--- config.mk ---
export PLATFORM = sky130hd
export DESIGN_NAME = vend_ctrl
export DESIGN_NICKNAME = d
export VERILOG_FILES = /design/src/rtl/vend_ctrl.sv
export SDC_FILE = /design/constraint.sdc
export NUM_CORES = 1
export LEC_CHECK = 0
export CAP_MARGIN = 25
export CORE_AREA = 2 2 56 58
export CTS_CLUSTER_DIAMETER = 30
export CTS_CLUSTER_SIZE = 10
export DETAILED_ROUTE_END_ITERATION = 10
export DIE_AREA = 0 0 58 60
export GPL_TIMING_DRIVEN = 0
export MAX_ROUTING_LAYER = met4
export PLACE_DENSITY = 0.71
export SKIP_CTS_REPAIR_TIMING = 1
export SYNTH_ARGS = -nofsm -noshare
export SYNTH_HDL_FRONTEND = slang
export SYNTH_SLANG_ARGS = --single-unit
--- constraint.sdc ---
create_clock -name clk -period 5.85 [get_ports clk]
set_input_delay 0.8775 -clock clk [delete_from_list [all_inputs] [get_ports clk]]
set_output_delay 0.8775 -clock clk [all_outputs]
set_load 0.005 [all_outputs]
--- src/rtl/vend_ctrl.sv ---
// vend_ctrl: coin-credit vending controller with serial change return,
// cancel/refund, stock tracking with sold-out lockout, refill and overflow reject.
module vend_ctrl #(
    parameter  int unsigned PRICE = 5,
    parameter  int unsigned CW    = 2,
    parameter  int unsigned MW    = 8,
    parameter  int unsigned STOCK = 8,
    localparam int unsigned SW    = $clog2(STOCK + 1)
) (
    input  logic          clk,
    input  logic          reset,
    input  logic          ena,
    input  logic [CW-1:0] half_dollar,
    input  logic [CW-1:0] one_dollar,
    input  logic          cancel,
    input  logic          refill,
    output logic          half_out,
    output logic          dispense,
    output logic          collect,
    output logic          reject,
    output logic [1:0]    state,
    output logic [MW-1:0] money,
    output logic [SW-1:0] stock,
    output logic          sold_out
);

    localparam int unsigned SUMW = MW + 2;

    typedef enum logic [1:0] {
        IDLE   = 2'd0,
        ACCUM  = 2'd1,
        DISP   = 2'd2,
        CHANGE = 2'd3
    } state_t;

    state_t          state_q, state_d;
    logic [MW-1:0]   money_q, money_d;
    logic [SW-1:0]   stock_q, stock_d;
    logic            collect_q, collect_d;

    logic [SUMW-1:0] sum;
    logic            coins_nz;
    logic            overflow;
    logic            can_take;
    logic            accept;

    // Coin arithmetic and acceptance decision for the current cycle
    always_comb begin
        sum      = SUMW'(money_q) + SUMW'(half_dollar) + (SUMW'(one_dollar) << 1);
        coins_nz = (|half_dollar) | (|one_dollar);
        overflow = |sum[SUMW-1:MW];
        can_take = (state_q == IDLE) || (state_q == ACCUM);
        accept   = ena & can_take & ~sold_out & ~cancel & ~overflow;
    end

    // Next-state, credit, stock and collect computation
    always_comb begin
        state_d   = state_q;
        money_d   = money_q;
        stock_d   = stock_q;
        collect_d = 1'b0;
        case (state_q)
            IDLE, ACCUM: begin
                if (ena) begin
                    if (cancel) begin
                        // credit is kept and paid out by CHANGE; IDLE has none
                        if (state_q == ACCUM) begin
                            state_d = CHANGE;
                        end
                    end else if (accept && coins_nz) begin
                        money_d = sum[MW-1:0];
                        state_d = (sum >= SUMW'(PRICE)) ? DISP : ACCUM;
                    end
                end
            end
            DISP: begin
                money_d = money_q - MW'(PRICE);
                stock_d = stock_q - SW'(1);
                if (money_q == MW'(PRICE)) begin
                    state_d   = IDLE;
                    collect_d = 1'b1;
                end else begin
                    state_d = CHANGE;
                end
            end
            CHANGE: begin
                money_d = money_q - MW'(1);
                if (money_q <= MW'(1)) begin
                    state_d   = IDLE;
                    collect_d = 1'b1;
                end
            end
            default: begin
                state_d = IDLE;
            end
        endcase
        // refill overrides the dispense decrement
        if (refill) begin
            stock_d = SW'(STOCK);
        end
    end

    // State and datapath registers; reset discards any credit
    always_ff @(posedge clk or negedge reset) begin
        if (!reset) begin
            state_q   <= IDLE;
            money_q   <= '0;
            stock_q   <= SW'(STOCK);
            collect_q <= 1'b0;
        end else begin
            state_q   <= state_d;
            money_q   <= money_d;
            stock_q   <= stock_d;
            collect_q <= collect_d;
        end
    end

    // Output decodes
    always_comb begin
        state    = state_q;
        money    = money_q;
        stock    = stock_q;
        collect  = collect_q;
        sold_out = (stock_q == '0);
        dispense = (state_q == DISP);
        half_out = (state_q == CHANGE);
        reject   = reset & ena & coins_nz & ~accept;
    end

endmodule

## Word-level counts from Yosys, hierarchy flattened

Index checks and enable logic that the tools add are counted.
Widths: inputs -> output; s select.

- Bits in registers: 15
- Input bits: 9

- Add/sub/neg operators: 5
- $lt $le $gt $ge: 2
- Eq/ne operators: 10
- Mux-type cells: 17
- Bitwise gates (word level): 12
- Reductions and logical operators: 11

Operators with widths:

| cell | count |
|---|---|
| $mux 8 | 3 |
| $pmux 8 s3 | 1 |
| $mux 2 | 7 |
| $add 9x3->10 | 1 |
| $ge 10x3->1 const B | 1 |
| $add 8x2->9 | 1 |
| $eq 8x3->1 const B | 1 |
| $le 8x1->1 const B | 1 |
| $mux 4 | 2 |
| $reduce_or 2->1 | 4 |
| $sub 8x1->8 const B | 1 |
| $sub 8x3->8 const B | 1 |
| $and 1x1->1 | 7 |
| $ne 2x2->1 const B | 3 |
| $ne 3x3->1 const B | 2 |
| $pmux 2 s3 | 1 |
| $eq 2x2->1 const B | 2 |
| $logic_not 4->1 | 1 |
| $not 1->1 | 4 |
| $reduce_and 4->1 | 1 |
| $sub 4x1->4 const B | 1 |
| $reduce_and 3->1 | 1 |
| $eq 2x1->1 const B | 1 |
| $logic_not 2->1 | 1 |
| 7 further kinds | 8 |

## Longest topological paths before layout

- Depth after elaboration: 11
- Depth in mapped cells: 11
- Depth with buffers taken out: 11

## Worst setup path after synthesis

Ideal clock, no wire load.

- Kind: input to output
- Start point: in half_dollar[1]
- End point: out reject
- Arrival: 2.383 ns
- Required time: 4.973 ns
- Slack: 2.589 ns
- Stages on the path: 8
- Buffers on the path: 0
- Cells stage by stage: inv_1 fa_1 inv_1 ha_1 a21o_1 a21oi_4 o21ai_0 and4_1

- Longest elaborated chain between the ends: 7
- Elaborated cells on any way between the ends: 10

Ends and longest elaborated chain:

| what | RTL line | text |
|---|---|---|
| start, declared | 13 | `input logic [CW-1:0] half_dollar,` |
| $add 8x2->9 | 49 | `sum = SUMW'(money_q) + SUMW'(half_dollar) + (SUMW'(one_dollar) << 1);` |
| $add 9x3->10 | 49 |  |
| $reduce_or 2->1 | 51 | `overflow = \|sum[SUMW-1:MW];` |
| $not 1->1 | 53 | `accept = ena & can_take & ~sold_out & ~cancel & ~overflow;` |
| $and 1x1->1 | 53 |  |
| $not 1->1 | 127 | `reject = reset & ena & coins_nz & ~accept;` |
| $and 1x1->1 (*) | 127 |  |
| end, declared | 20 | `output logic reject,` |

Every way passes the cells marked *; elsewhere a longest branch is shown, timed or not.

## Final worst setup path

Ends and elaborated chain as after synthesis.

==> flow_summary.json <==
{
  "rsz0062_at_grt": "false",
  "grt_pass1_wl_mm": 4.53,
  "htree_levels": 1,
  "cts.path.max_buffers": 2,
  "synthXorXnorAreaFrac_pct": 6.27,
  "drcViolationCount": 0,
  "worst_hold_path_type": "reg -> reg",
  "grt_max_degree": 17,
  "synth_top_family_by_area": "compound AO/OA/AOI/OAI gates",
  "slew_headroom_pct": 55.2,
  "power.density_nw_per_um2": 451,
  "clkPwrFrac_pct": 8.2,
  "fin_crit_ns": 4.31,
  "synth_top_cell_by_area": "dfrtp_1",
  "synth_flop_cell": "dfrtp_1",
  "setup_viol": 0,
  "synthAdderAreaFrac_pct": 12.9,
  "ys_seq_elements": 15,
  "fin_tns_setup_ns": 0,
  "fin_skew_ns": 0.00409,
  "ys_types": 47,
  "cts-root-buf": "clkbuf_4",
  "drv_slew": 0,
  "hold_viol": 0,
  "cp.required_ns": 4.97,
  "synth.area.mux_share_pct": 0,
  "switchingPower_uw": 316,
  "synthCells": 133,
  "dpl.hpwl_mm": 2.12,
  "status": "finished, final reports clean",
  "tightest_slew_ns": 0.670,
  "die_h_um": 60,
  "dpl_worst_slack_ns": 1.55,
  "multiInputGateArea_sq_um": 783,
  "routedWlPerCell_um": 13.8,
  "cts_tree": "done",
  "yosysWarnings": 0,
  "grt_overflow": 0,
  "worst_slack_ns": 1.54,
  "gp_congestion": 0.851,
  "seqPwrFrac_pct": 25.0,
  "num_antenna_cells": 0,
  "arrival_ns": 3.43,
  "fin_crit_sh_pct": 73.7,
  "ant_nets": 0,
  "synth.cell_area_sq_um": 1260,
  "async_flop_share_pct": 100,
  "synthSimpleGateAreaFrac_pct": 20.1,
  "cts.sinks": 15,
  "p_int_uw": 403,
  "clk_latency_ns": 0.28,
  "max-cap-violations": 0,
  "combPwrFrac_pct": 66.8,
  "synth_top_area_share_pct": 27.9,
  "hold_slack_ns": 0.562,
  "antenna_found_initial": 0,
  "critPathMaxFanout": 4,
  "ys_seq_area_share_pct": 30.0,
  "vias_per_cell": 5.79,
  "cellLeakagePower_uw": 0.000677,
  "dr_total_vias": 1141,
  "final_cell_mix": "clkdlybuf4s50_1 (27), dfrtp_1 (14), inv_1 (11)",
  "ir_drop_v": 0.000224,
  "synth.net_count": 153,
  "endpoint_kind": "primary output",
  "start_util_pct": 43.3,
  "regArea_sq_um": 377,
  "nets": 185,
  "fmax_ghz": 0.232,
  "worstSetupPathType": "in -> out",
  "track_usage_pct": 17.4,
  "avgSynthCellArea_sq_um": 9.45,
  "rows": 20,
  "nFillCells": 290,
  "die_area_sq_um": 3480,
  "coreArea_sq_um": 2900,
  "drive_gt1_share_pct": 13.4,
  "ios": 28,
  "yosys-top-cells-area": "dfrtp_1 (28%), ha_1 (9.0%), xnor2_1 (3.5%)",
  "firstDrtPassIters": 5,
  "routed_wl_mm": 2.73,
  "first_global_vias": 1027,
  "dr.first_iter.drc_count": 31,
  "die_w_um": 58,
  "cts_made_buffers": 3,
  "port_buffers": 27,
  "start_kind": "primary input",
  "netSwitchingFraction_pct": 43.9,
  "cts.clk_slew.worst_paths_ns": 0.08,
  "synth_compound_area_share_pct": 23.0,
  "synth_edf_count": 0,
  "synthToLayoutAreaGrowth_pct": 26.9,
  "mostFrequentLayoutCell": "clkdlybuf4s50_1"
}
critical path, cell delays in order:
cell and delay (ns):
clkdlybuf4s50_1 0.48, inv_1 0.06, fa_1 0.52, inv_1 0.04
ha_1 0.20, a21o_1 0.25, a21oi_4 0.25, o21ai_0 0.11
and4_1 0.19, clkdlybuf4s50_1 0.44
state kept, by name, indices dropped and copies added, names as in the netlist:
name / count
collect: 1
money: 8
state: 2
stock: 4
Yosys cell counts, drive strengths merged, types with 4 or more instances:
cell type and count:
nand3 4, dfrtp 14, nand2 5, a211oi 4
a21oi 6, ha 9, xor2 4, a31oi 5
buf 6, nor2 8, nor3 7, inv 11
o21ai 7, xnor2 5
kinds of logic after synthesis:
logic type | count (synthesis)
AO/OA/AOI/OAI | 39
AND/OR/NAND/NOR | 39
buffers and inverters | 19
flip-flops | 15
adder cells (fa/ha/maj) | 12
XOR/XNOR | 9
area by class of cell:
| cell class | instances | area share, % |
|---|---|---|
| Buffer | 7 | 3.22 |
| Clock buffer | 4 | 1.65 |
| Inverter | 12 | 2.83 |
| Multi-Input combinational cell | 99 | 49.1 |
| Sequential cell | 15 | 23.6 |
| Tap cell | 33 | 2.59 |
| Timing Repair Buffer | 27 | 17.0 |
per-stage QoR:
step	instance area (sq um)	utilization [%]	std cells	power, uW
final	1590	54.9	197	719
after global routing	1590	54.9	197	784
after CTS	1590	54.9	197	722
after detailed placement	1570	54.0	193	660
after global placement	1570	54.0	193	645
after floorplan	1260	-	133	502
routing by layer:
metal  share of wire, %  track usage [%]  wire length, um
met2                 47             28.7             1290
met3                7.0             1.52              191
met1                 44             22.0             1210
met5                  0                -                0
met4                1.4             6.98               37
power by group through the flow:
stage	logic [uW]	clock network, uW	registers [uW]
final	481	58.7	180
after global routing	530	66.6	187
after CTS	481	60.4	180
after detailed placement	478	0	182
after global placement	465	0	180
after floorplan	325	0	178
final timing paths:
check,start,end,slack [ns],depth (start not counted)
hold / removal,stock[3]$_DFFE_PN1P_,stock[3]$_DFFE_PN1P_,0.56,2
min in group asynchronous,reset,collect$_DFF_PN0_,0.99,1
setup / recovery,half_dollar[1],reject,1.54,10
hold reg to reg,stock[3]$_DFFE_PN1P_,stock[3]$_DFFE_PN1P_,0.56,2
max in group asynchronous,reset,money[2]$_DFFE_PN0P_,4.43,1
setup reg to reg,money[1]$_DFFE_PN0P_,state[0]$_DFFE_PN0P_,3.06,11
Note: power is estimated with default switching activity, not from simulation.
